[config.mk]
export PLATFORM = sky130hd
export DESIGN_NAME = router_fifo_flat
export DESIGN_NICKNAME = d
export VERILOG_FILES = /design/src/rtl/router_fifo_pkg.sv /design/src/rtl/router_fifo_if.sv /design/src/rtl/router_fifo_mem.sv /design/src/rtl/router_fifo.sv /design/src/flat_wrapper.sv
export SDC_FILE = /design/constraint.sdc
export NUM_CORES = 1
export LEC_CHECK = 0
export ABC_CLOCK_PERIOD_IN_PS = 8900
export CORE_AREA = 3 3 130 132
export CTS_CLUSTER_DIAMETER = 50
export DETAILED_ROUTE_END_ITERATION = 6
export DIE_AREA = 0 0 133 135
export HOLD_SLACK_MARGIN = 0.06
export PLACE_DENSITY = 0.62
export SLEW_MARGIN = 10
export SYNTH_ARGS = -nofsm -noshare
export SYNTH_HDL_FRONTEND = slang
export SYNTH_SLANG_ARGS = --single-unit
[constraint.sdc]
create_clock -name clock -period 8.9 [get_ports clock]
set_clock_uncertainty 0.1 [all_clocks]
set_input_delay 2.225 -clock clock [delete_from_list [all_inputs] [get_ports clock]]
set_output_delay 2.225 -clock clock [all_outputs]
set_load 0.05 [all_outputs]
[src/rtl/router_fifo_pkg.sv]
// ---------------------------------------------------------------------------
// router_pkg
// Shared constants and helpers for the router FIFO slice.
//   FIFO_DEPTH      default number of storage words
//   WORD_W          stored word width: {header flag, data byte}
//   HDR_BIT         position of the header flag inside a stored word
//   LEN_MSB/LEN_LSB payload length field inside a header byte
//   PKT_CNT_W       width of the per-packet byte counter
//   hdr_pkt_len()   bytes still to read after a header (payload + parity)
// ---------------------------------------------------------------------------
package router_pkg;

  localparam int FIFO_DEPTH = 16;
  localparam int WORD_W     = 9;
  localparam int HDR_BIT    = 8;
  localparam int LEN_MSB    = 7;
  localparam int LEN_LSB    = 2;

  // One extra bit so the largest length (63) plus the parity byte still fits.
  localparam int PKT_CNT_W  = LEN_MSB - LEN_LSB + 2;

  typedef logic [WORD_W-1:0] fifo_word_t;

  function automatic logic [PKT_CNT_W-1:0] hdr_pkt_len(input fifo_word_t word);
    return PKT_CNT_W'(word[LEN_MSB:LEN_LSB]) + PKT_CNT_W'(1);
  endfunction

endpackage

[src/rtl/router_fifo_if.sv]
// ---------------------------------------------------------------------------
// router_fifo_if
// Bundles the FIFO's controller/output-port signals.
//   soft_reset, write_enb, read_enb, lfd_state, data_in : into the FIFO
//   data_out, full, empty, pkt_done                     : out of the FIFO
//   err_flag (only with ROUTER_FIFO_ERR_FLAG_EN)         : out of the FIFO
// Modports: master = the side driving requests, slave = the FIFO itself.
// ---------------------------------------------------------------------------
interface router_fifo_if;

  logic       soft_reset;
  logic       write_enb;
  logic       read_enb;
  logic       lfd_state;
  logic [7:0] data_in;
  logic [7:0] data_out;
  logic       full;
  logic       empty;
  logic       pkt_done;

`ifdef ROUTER_FIFO_ERR_FLAG_EN
  logic       err_flag;

  modport master (
    output soft_reset, write_enb, read_enb, lfd_state, data_in,
    input  data_out, full, empty, pkt_done, err_flag
  );

  modport slave (
    input  soft_reset, write_enb, read_enb, lfd_state, data_in,
    output data_out, full, empty, pkt_done, err_flag
  );
`else
  modport master (
    output soft_reset, write_enb, read_enb, lfd_state, data_in,
    input  data_out, full, empty, pkt_done
  );

  modport slave (
    input  soft_reset, write_enb, read_enb, lfd_state, data_in,
    output data_out, full, empty, pkt_done
  );
`endif

endinterface

[src/rtl/router_fifo_mem.sv]
// ---------------------------------------------------------------------------
// router_fifo_mem
// DEPTH x WORD_W storage array: synchronous write, combinational read.
//   clock    : write clock
//   wr_en    : write strobe (already qualified by the caller)
//   wr_addr  : write address
//   wr_data  : word to store
//   rd_addr  : read address
//   rd_data  : word at rd_addr, available in the same cycle
// Contents are not reset; occupancy is tracked by the parent.
// ---------------------------------------------------------------------------
module router_fifo_mem
  import router_pkg::*;
#(
  parameter int DEPTH = FIFO_DEPTH,
  localparam int AW   = $clog2(DEPTH)
) (
  input  logic          clock,
  input  logic          wr_en,
  input  logic [AW-1:0] wr_addr,
  input  fifo_word_t    wr_data,
  input  logic [AW-1:0] rd_addr,
  output fifo_word_t    rd_data
);

  fifo_word_t mem [DEPTH];

  always_ff @(posedge clock) begin
    if (wr_en) begin
      mem[wr_addr] <= wr_data;
    end
  end

  assign rd_data = mem[rd_addr];

endmodule

[src/rtl/router_fifo.sv]
// ---------------------------------------------------------------------------
// router_fifo
// Packet-aware FIFO for one router output port. Each stored word is
// {lfd_state, data_in}; the header flag lets the read side track packet
// boundaries and pulse pkt_done when a packet's parity byte leaves.
//   clock      : single clock, all state on its rising edge
//   reset      : synchronous active-high reset
//   bus.slave  : soft_reset, write_enb, read_enb, lfd_state, data_in in;
//                data_out (registered), full, empty, pkt_done out
// Optional feature macro: ROUTER_FIFO_ERR_FLAG_EN adds bus.err_flag, a
// sticky flag for dropped writes and ignored reads.
// DEPTH must be a power of two so the pointers wrap by natural overflow.
// ---------------------------------------------------------------------------
module router_fifo
  import router_pkg::*;
#(
  parameter int DEPTH = FIFO_DEPTH
) (
  input  logic        clock,
  input  logic        reset,
  router_fifo_if.slave bus
);

  localparam int AW = $clog2(DEPTH);
  localparam int CW = AW + 1;

  logic [AW-1:0]        wr_ptr;
  logic [AW-1:0]        rd_ptr;
  logic [CW-1:0]        count;
  logic [PKT_CNT_W-1:0] pkt_cnt;
  logic [7:0]           data_out_q;
  logic                 pkt_done_q;
  fifo_word_t           rd_word;
  logic                 flush;
  logic                 wr_accept;
  logic                 rd_accept;

  // Both resets behave identically; memory contents are left alone.
  assign flush = reset | bus.soft_reset;

  assign bus.full  = (count == CW'(DEPTH));
  assign bus.empty = (count == '0);

  // A full FIFO drops the write even if a read frees a slot this cycle.
  assign wr_accept = bus.write_enb & ~bus.full;
  assign rd_accept = bus.read_enb & ~bus.empty;

  router_fifo_mem #(
    .DEPTH   (DEPTH)
  ) u_mem (
    .clock   (clock),
    .wr_en   (wr_accept & ~flush),
    .wr_addr (wr_ptr),
    .wr_data ({bus.lfd_state, bus.data_in}),
    .rd_addr (rd_ptr),
    .rd_data (rd_word)
  );

  always_ff @(posedge clock) begin
    if (flush) begin
      wr_ptr <= '0;
      rd_ptr <= '0;
      count  <= '0;
    end else begin
      if (wr_accept) begin
        wr_ptr <= wr_ptr + AW'(1);
      end
      if (rd_accept) begin
        rd_ptr <= rd_ptr + AW'(1);
      end
      case ({wr_accept, rd_accept})
        2'b10:   count <= count + CW'(1);
        2'b01:   count <= count - CW'(1);
        default: count <= count;
      endcase
    end
  end

  // Read side: a header reloads the packet counter with payload + parity;
  // every later byte counts down and the byte taking it 1 -> 0 is the
  // parity, which raises pkt_done for the following cycle. Once the packet
  // is finished and nothing is left, data_out is returned to zero.
  always_ff @(posedge clock) begin
    if (flush) begin
      data_out_q <= '0;
      pkt_cnt    <= '0;
      pkt_done_q <= 1'b0;
    end else begin
      pkt_done_q <= 1'b0;
      if (rd_accept) begin
        data_out_q <= rd_word[HDR_BIT-1:0];
        if (rd_word[HDR_BIT]) begin
          pkt_cnt <= hdr_pkt_len(rd_word);
        end else if (pkt_cnt != '0) begin
          pkt_cnt <= pkt_cnt - PKT_CNT_W'(1);
          if (pkt_cnt == PKT_CNT_W'(1)) begin
            pkt_done_q <= 1'b1;
          end
        end
      end else if ((pkt_cnt == '0) && bus.empty) begin
        data_out_q <= '0;
      end
    end
  end

  assign bus.data_out = data_out_q;
  assign bus.pkt_done = pkt_done_q;

`ifdef ROUTER_FIFO_ERR_FLAG_EN
  logic err_q;

  // Sticky record of any request the FIFO had to refuse.
  always_ff @(posedge clock) begin
    if (flush) begin
      err_q <= 1'b0;
    end else if ((bus.write_enb & bus.full) | (bus.read_enb & bus.empty)) begin
      err_q <= 1'b1;
    end
  end

  assign bus.err_flag = err_q;
`endif

endmodule
[src/flat_wrapper.sv]
// flat-port wrapper written by rule: the top's interface ports become plain ports
module router_fifo_flat import router_pkg::*;
#(
  parameter int DEPTH = FIFO_DEPTH
)
  (clock, reset, bus_soft_reset, bus_write_enb, bus_read_enb, bus_lfd_state, bus_data_in, bus_data_out, bus_full, bus_empty, bus_pkt_done);
  router_fifo_if bus_i ();
  input  logic clock;
  input  logic reset;
  input wire logic [$bits(bus_i.soft_reset)-1:0] bus_soft_reset;
  input wire logic [$bits(bus_i.write_enb)-1:0] bus_write_enb;
  input wire logic [$bits(bus_i.read_enb)-1:0] bus_read_enb;
  input wire logic [$bits(bus_i.lfd_state)-1:0] bus_lfd_state;
  input wire logic [$bits(bus_i.data_in)-1:0] bus_data_in;
  output wire logic [$bits(bus_i.data_out)-1:0] bus_data_out;
  output wire logic [$bits(bus_i.full)-1:0] bus_full;
  output wire logic [$bits(bus_i.empty)-1:0] bus_empty;
  output wire logic [$bits(bus_i.pkt_done)-1:0] bus_pkt_done;
  assign bus_i.soft_reset = bus_soft_reset;
  assign bus_i.write_enb = bus_write_enb;
  assign bus_i.read_enb = bus_read_enb;
  assign bus_i.lfd_state = bus_lfd_state;
  assign bus_i.data_in = bus_data_in;
  assign bus_data_out = bus_i.data_out;
  assign bus_full = bus_i.full;
  assign bus_empty = bus_i.empty;
  assign bus_pkt_done = bus_i.pkt_done;
  router_fifo #(.DEPTH(DEPTH)) u_core (.clock(clock), .reset(reset), .bus(bus_i));
endmodule
==> flow_metrics.py, run 1 <==
metrics = {
    "status": {
        "status": "finished, final reports clean",
    },
    "global_route": {
        "grt_max_degree": 35,
        "met3_usage": 0.0395,
        "grt_usage": 0.173,
        "grt_pass1_vias": 3740,
        "use_met1": 0.232,
        "antenna_found_initial": 0,
        "grt_use_met2": 0.278,
        "grt_pass1_wl_um": 22400,
        "grt_overflow": 0,
        "grt_busiest_layer": "met2",
    },
    "critical_path": {
        "crit_arrival_ps": 5050,
        "start_kind": "primary input",
        "worst-path-max-fanout": 17,
        "startpoint": "bus_read_enb",
        "reg2regPathDepth": 10,
        "worstPathRequired_ps": 9150,
        "endpoint": "u_core.count[4]",
        "r2r-end": "u_core.count[4]",
        "regToRegStartpoint": "u_core.count[2]",
        "worstSetupEndpointType": "flip-flop",
        "rrSetupSlack_ps": 5120,
        "critPathKind": "in -> reg",
    },
    "cts": {
        "root_buffer": "clkbuf_16",
        "cts_tree": "built",
        "cts.path.max_buffers": 2,
        "clock_latency_ps": 420,
        "clk_pin_slew_ps": 70,
        "clock-sinks": 177,
        "cts.htree.levels": 4,
        "post-cts-setup-buffers": 0,
        "cts_buffers": 17,
        "cts_resized": 0,
        "cts_hold_buf": 0,
    },
    "logic_synthesis": {
        "yosysSeqAreaShare": 0.687,
        "synth-compound-area-share": 0.0603,
        "async_reset_ff_frac": 0,
        "yosys_warnings": 0,
        "yosys_register_bits": 177,
        "synth-xor-area-share": 0.0145,
        "syn_nets": 462,
        "synth_ff_type": "edfxtp_1",
        "synth_top_family_by_area": "multiplexers",
        "synth_edf_count": 144,
        "synthAdderAreaFrac": 0.0234,
        "synth-simple-area-share": 0.0655,
        "synth_mux_area_frac": 0.128,
        "synthCells": 435,
        "synth_area_um2": 7260,
        "synth_cell_type_count": 54,
        "syn_avg_cell_area_um2": 16.7,
    },
    "routing": {
        "via_per_inst": 5.48,
        "via_count": 3827,
        "drtPass1Iterations": 5,
        "routed_wl_um": 14800,
        "postRouteAntennaNets": 0,
        "drc": 0,
        "drt_iter0_markers": 324,
        "wl_per_cell_um": 21.2,
    },
    "final_layout": {
        "final_common_cell": "edfxtp_1",
        "drive_gt1_frac": 0.185,
        "num-fill-cells": 1244,
        "layout.cells.non_filler": 698,
        "most-common-layout-cells": "edfxtp_1, nor2_1, mux4_2",
        "diodes": 0,
        "nets": 497,
        "area_growth_pct": 14.5,
    },
    "run": {
        "maxCapViolations": 0,
    },
    "place": {
        "place_worst_setup_slack_ps": 3650,
        "dp.cells": 667,
        "gp_routability_congestion": 0.767,
        "dp_hpwl_um": 9030,
        "io_buffers": 24,
    },
    "power": {
        "irDropWorstVdd_mv": 0.143,
        "leakage_nw": 2.66,
        "power.density_nw_per_um2": 202,
    },
    "floorplan": {
        "initial_utilization": 0.459,
        "io_pins": 25,
        "fp.dieArea_um2": 18000,
        "core_area_um2": 15800,
        "die_w_um": 133,
        "die_h_um": 135,
        "rows": 46,
    },
    "sta": {
        "slew_headroom": 0.325,
        "tightest_slew_ps": 1010,
        "fmax_mhz": 208,
        "tns_ps": 0,
        "finalHoldViolCount": 0,
        "rsz0062_at_grt": "no",
        "finalCritPeriodShare": 0.539,
        "timing.final.ws_setup_ps": 4100,
        "setup-violations-final": 0,
        "timing.final.max_slew_violations": 0,
        "min_period_ps": 4800,
    },
    "hold_path": {
        "worst_hold_path_type": "reg -> reg",
    },
}
==> kinds of logic after synthesis <==
logic type / count (synthesis)
flip-flops: 177
AND/OR/NAND/NOR: 102
AO/OA/AOI/OAI: 56
multiplexers: 45
buffers and inverters: 30
adder cells (fa/ha/maj): 13
XOR/XNOR: 12
==> cell usage after synthesis, types with 4 or more instances <==
cell type	count	area, µm²
a211oi_1	5	37.5
a21oi_1	12	60.1
a22oi_1	13	97.6
buf_2	6	30.0
clkbuf_1	10	37.5
dfxtp_1	33	661
edfxtp_1	144	4320
ha_1	12	150
inv_1	8	30.0
mux2i_1	7	70.1
mux4_2	34	766
nand2_1	21	78.8
nor2_1	42	158
nor2b_1	4	25.0
nor3_1	8	40.0
nor4_1	5	31.3
o21ai_0	6	30.0
xor2_1	9	78.8
==> worst max-delay path: stages <==
cell	delay (ps)
clkdlybuf4s50_1	420
o21ai_2	270
inv_1	430
ha_1	390
fa_1	420
a21o_1	180
a21oi_1	170
xor2_1	90
or3_1	310
a21oi_1	130
==> per-stage QoR <==
stage                     power (mW)  cell area, µm²  utilization  hold WS (ps)
final                           1.68            8310        0.525           397
after global routing            1.74            8310        0.525           433
after CTS                       1.70            8310        0.525           400
after detailed placement       0.989            7750        0.489           385
after global placement         0.987            7750        0.489           376
after floorplan                0.964            7260            -           368
==> how the worst min path moves through the flow <==
stage	startpoint	to	slack (ps)	cells after the start
final	u_core.bus.data_out[7]	u_core.bus.data_out[7]	400	2
after global routing	u_core.bus.data_out[7]	u_core.bus.data_out[7]	430	2
after CTS	u_core.bus.data_out[7]	u_core.bus.data_out[7]	400	2
after detailed placement	u_core.bus.data_out[7]	u_core.bus.data_out[7]	390	2
after global placement	u_core.bus.data_out[7]	u_core.bus.data_out[7]	380	2
after floorplan	u_core.rd_ptr[1]	flip-flop	370	2
==> metal layers <==
layer,up-vias,share of wire
li1,1777,-
met1,1929,0.43
met2,102,0.50
met3,19,0.049
met4,0,0.016
met5,-,0
==> flip-flops by register name (all words and copies together), names as in the netlist, named ones only <==
register,flops
u_core.rd_ptr,4
u_core.bus.data_out,8
u_core.u_mem.mem,144
u_core.wr_ptr,4
u_core.bus.pkt_done,1
u_core.pkt_cnt,7
u_core.count,5
==> power breakdown <==
group / leakage, nW / internal, mW / switching, mW
Combinational: 0.817 / 0.0263 / 0.0439
Sequential: 1.56 / 0.898 / 0.00281
Clock: 0.280 / 0.410 / 0.299
==> cell type report <==
class / count / area, µm² / area share
Sequential cell: 177 / 4990 / 0.600
Multi-Input combinational cell: 228 / 2110 / 0.254
Clock buffer: 17 / 425 / 0.0512
Timing Repair Buffer: 38 / 345 / 0.0415
Tap cell: 216 / 270 / 0.0325
Clock inverter: 14 / 140 / 0.0169
Inverter: 8 / 30.0 / 0.00361
(Power assumes the default switching activity.)
==> run 2, diff against run 1 <==
Settings changed: ABC_CLOCK_PERIOD_IN_PS 8900 to 5040.
Clock period 8.9 ns to 5.04 ns, I/O delays scaled along.
==> run 2 against run 1 <==
  * Routed wire length rose by 4.1%
  * Die area is the same
  * First-iteration DRC count fell by 14%
  * Sequential power up 76%
  * Final cell count grew 0.86%
  * Register-to-register slack lost 3500 ps
  * Non-clock buffer count grew 7
  * Clock-buffer cell count grew 3
  * Critical path type is now reg -> out
==> flow_metrics.py, run 2 (synthesized netlist as in run 1, its figures left out) <==
metrics = {
    "floorplan": {
        "die_h_um": 135,
        "io_pins": 25,
        "fp.dieArea_um2": 18000,
        "initial_utilization": 0.459,
        "die_w_um": 133,
        "rows": 46,
        "core_area_um2": 15800,
    },
    "cts": {
        "clk_pin_slew_ps": 60,
        "root_buffer": "clkbuf_16",
        "clock_latency_ps": 430,
        "cts_resized": 0,
        "clock-sinks": 177,
        "cts_tree": "built",
        "cts_buffers": 17,
        "cts.htree.levels": 4,
        "cts.path.max_buffers": 2,
        "post-cts-setup-buffers": 0,
        "cts_hold_buf": 0,
    },
    "routing": {
        "via_per_inst": 5.56,
        "postRouteAntennaNets": 0,
        "via_count": 3915,
        "drtPass1Iterations": 4,
        "drt_iter0_markers": 278,
        "drc": 0,
        "wl_per_cell_um": 21.9,
        "routed_wl_um": 15400,
    },
    "critical_path": {
        "start_kind": "flip-flop",
        "critPathKind": "reg -> out",
        "worstSetupEndpointType": "output pin",
        "worst-path-max-fanout": 4,
        "crit_arrival_ps": 2410,
        "worstPathRequired_ps": 3680,
    },
    "place": {
        "place_worst_setup_slack_ps": 1120,
        "gp_routability_congestion": 0.793,
        "io_buffers": 24,
        "dp_hpwl_um": 9980,
    },
    "power": {
        "power.density_nw_per_um2": 349,
        "internal-power_mw": 2.30,
        "p_comb_frac": 0.043,
        "irDropWorstVdd_mv": 0.267,
        "leakage_nw": 2.67,
        "power_mw": 2.90,
        "clkPwrFrac": 0.408,
        "p_switching_mw": 0.599,
        "swShare": 0.206,
        "p_seq_frac": 0.549,
    },
    "final_layout": {
        "num-fill-cells": 1269,
        "most-common-layout-cells": "edfxtp_1, nor2_1, mux4_2",
        "largest_register_ffs": 144,
        "nets": 504,
        "fin_util": 0.526,
        "area_growth_pct": 14.7,
        "regMostFlops": "u_core.u_mem.mem",
        "diodes": 0,
        "register_area_um2": 4990,
        "drive_gt1_frac": 0.184,
        "final_common_cell": "edfxtp_1",
        "multi_input_area_um2": 2110,
    },
    "sta": {
        "min_period_ps": 3770,
        "timing.final.max_slew_violations": 0,
        "fmax_mhz": 265,
        "tightest_slew_ps": 1190,
        "tns_ps": 0,
        "finalCritPeriodShare": 0.748,
        "setup-violations-final": 0,
        "finalHoldViolCount": 0,
        "slew_headroom": 0.206,
        "timing.final.ws_setup_ps": 1270,
        "rsz0062_at_grt": "no",
    },
    "global_route": {
        "antenna_found_initial": 0,
        "grt_usage": 0.183,
        "grt_pass1_vias": 4064,
        "grt_overflow": 0,
        "grt_pass1_wl_um": 23800,
        "grt_max_degree": 29,
    },
    "hold_path": {
        "worst_hold_path_type": "reg -> reg",
    },
    "run": {
        "maxCapViolations": 0,
    },
    "status": {
        "status": "finished, final reports clean",
    },
}
-- run 2: cell types whose count changed in the layout (fill, tap and decap cells not counted) --
cell / before / now
inv_6: 2 / 1
clkinv_2: 5 / 1
clkinv_1: 1 / 3
clkbuf_1: 0 / 3
bufinv_16: 2 / 1
buf_4: 14 / 21
-- run 2: metal layers --
metal	GRT usage	routed length [µm]	vias to the layer above
met5	0	0	-
met4	0.0612	267	0
met3	0.0440	736	20
met2	0.306	7820	87
met1	0.237	6570	2018
li1	-	-	1790
-- run 2: worst paths after layout --
check                    startpoint  depth (start not counted)  slack (ps)                endpoint
min reg2reg  u_core.bus.data_out[0]                          2         390  u_core.bus.data_out[0]
max                 u_core.count[2]                          3        1270               bus_empty
min          u_core.bus.data_out[0]                          2         390  u_core.bus.data_out[0]
max reg2reg         u_core.count[2]                         10        1580         u_core.count[4]
-- run 2: worst max-delay path, stage by stage, from the launching register on --
cell,delay (ps)
dfxtp_1,340
or4_1,580
nor2_1,220
clkdlybuf4s50_1,850
-- run 2: per-stage QoR --
stage | hold WS [ps] | instance area, µm² | std cells
5_1_grt | 426 | 8320 | 704
3_3_place_gp | 380 | 7800 | 674
4_1_cts | 399 | 8320 | 704
6_report | 394 | 8320 | 704
3_5_place_dp | 385 | 7800 | 674
2_1_floorplan | 368 | 7260 | 435
-- run 2: power by group through the flow --
stage / combinational, mW / clock, mW / sequential, mW
4_1_cts: 0.125 / 1.22 / 1.59
3_3_place_gp: 0.121 / 0 / 1.63
6_report: 0.124 / 1.19 / 1.59
5_1_grt: 0.136 / 1.27 / 1.59
3_5_place_dp: 0.124 / 0 / 1.63
2_1_floorplan: 0.0778 / 0 / 1.62
-- run 2: area by class of cell --
type                       count  share of cell area
clock inverter                10              0.0107
sequential                   177               0.599
multi-input combinational    228               0.254
inverter                       8             0.00361
timing repair buffer          45              0.0478
tap                          216              0.0325
clock buffer                  20              0.0525
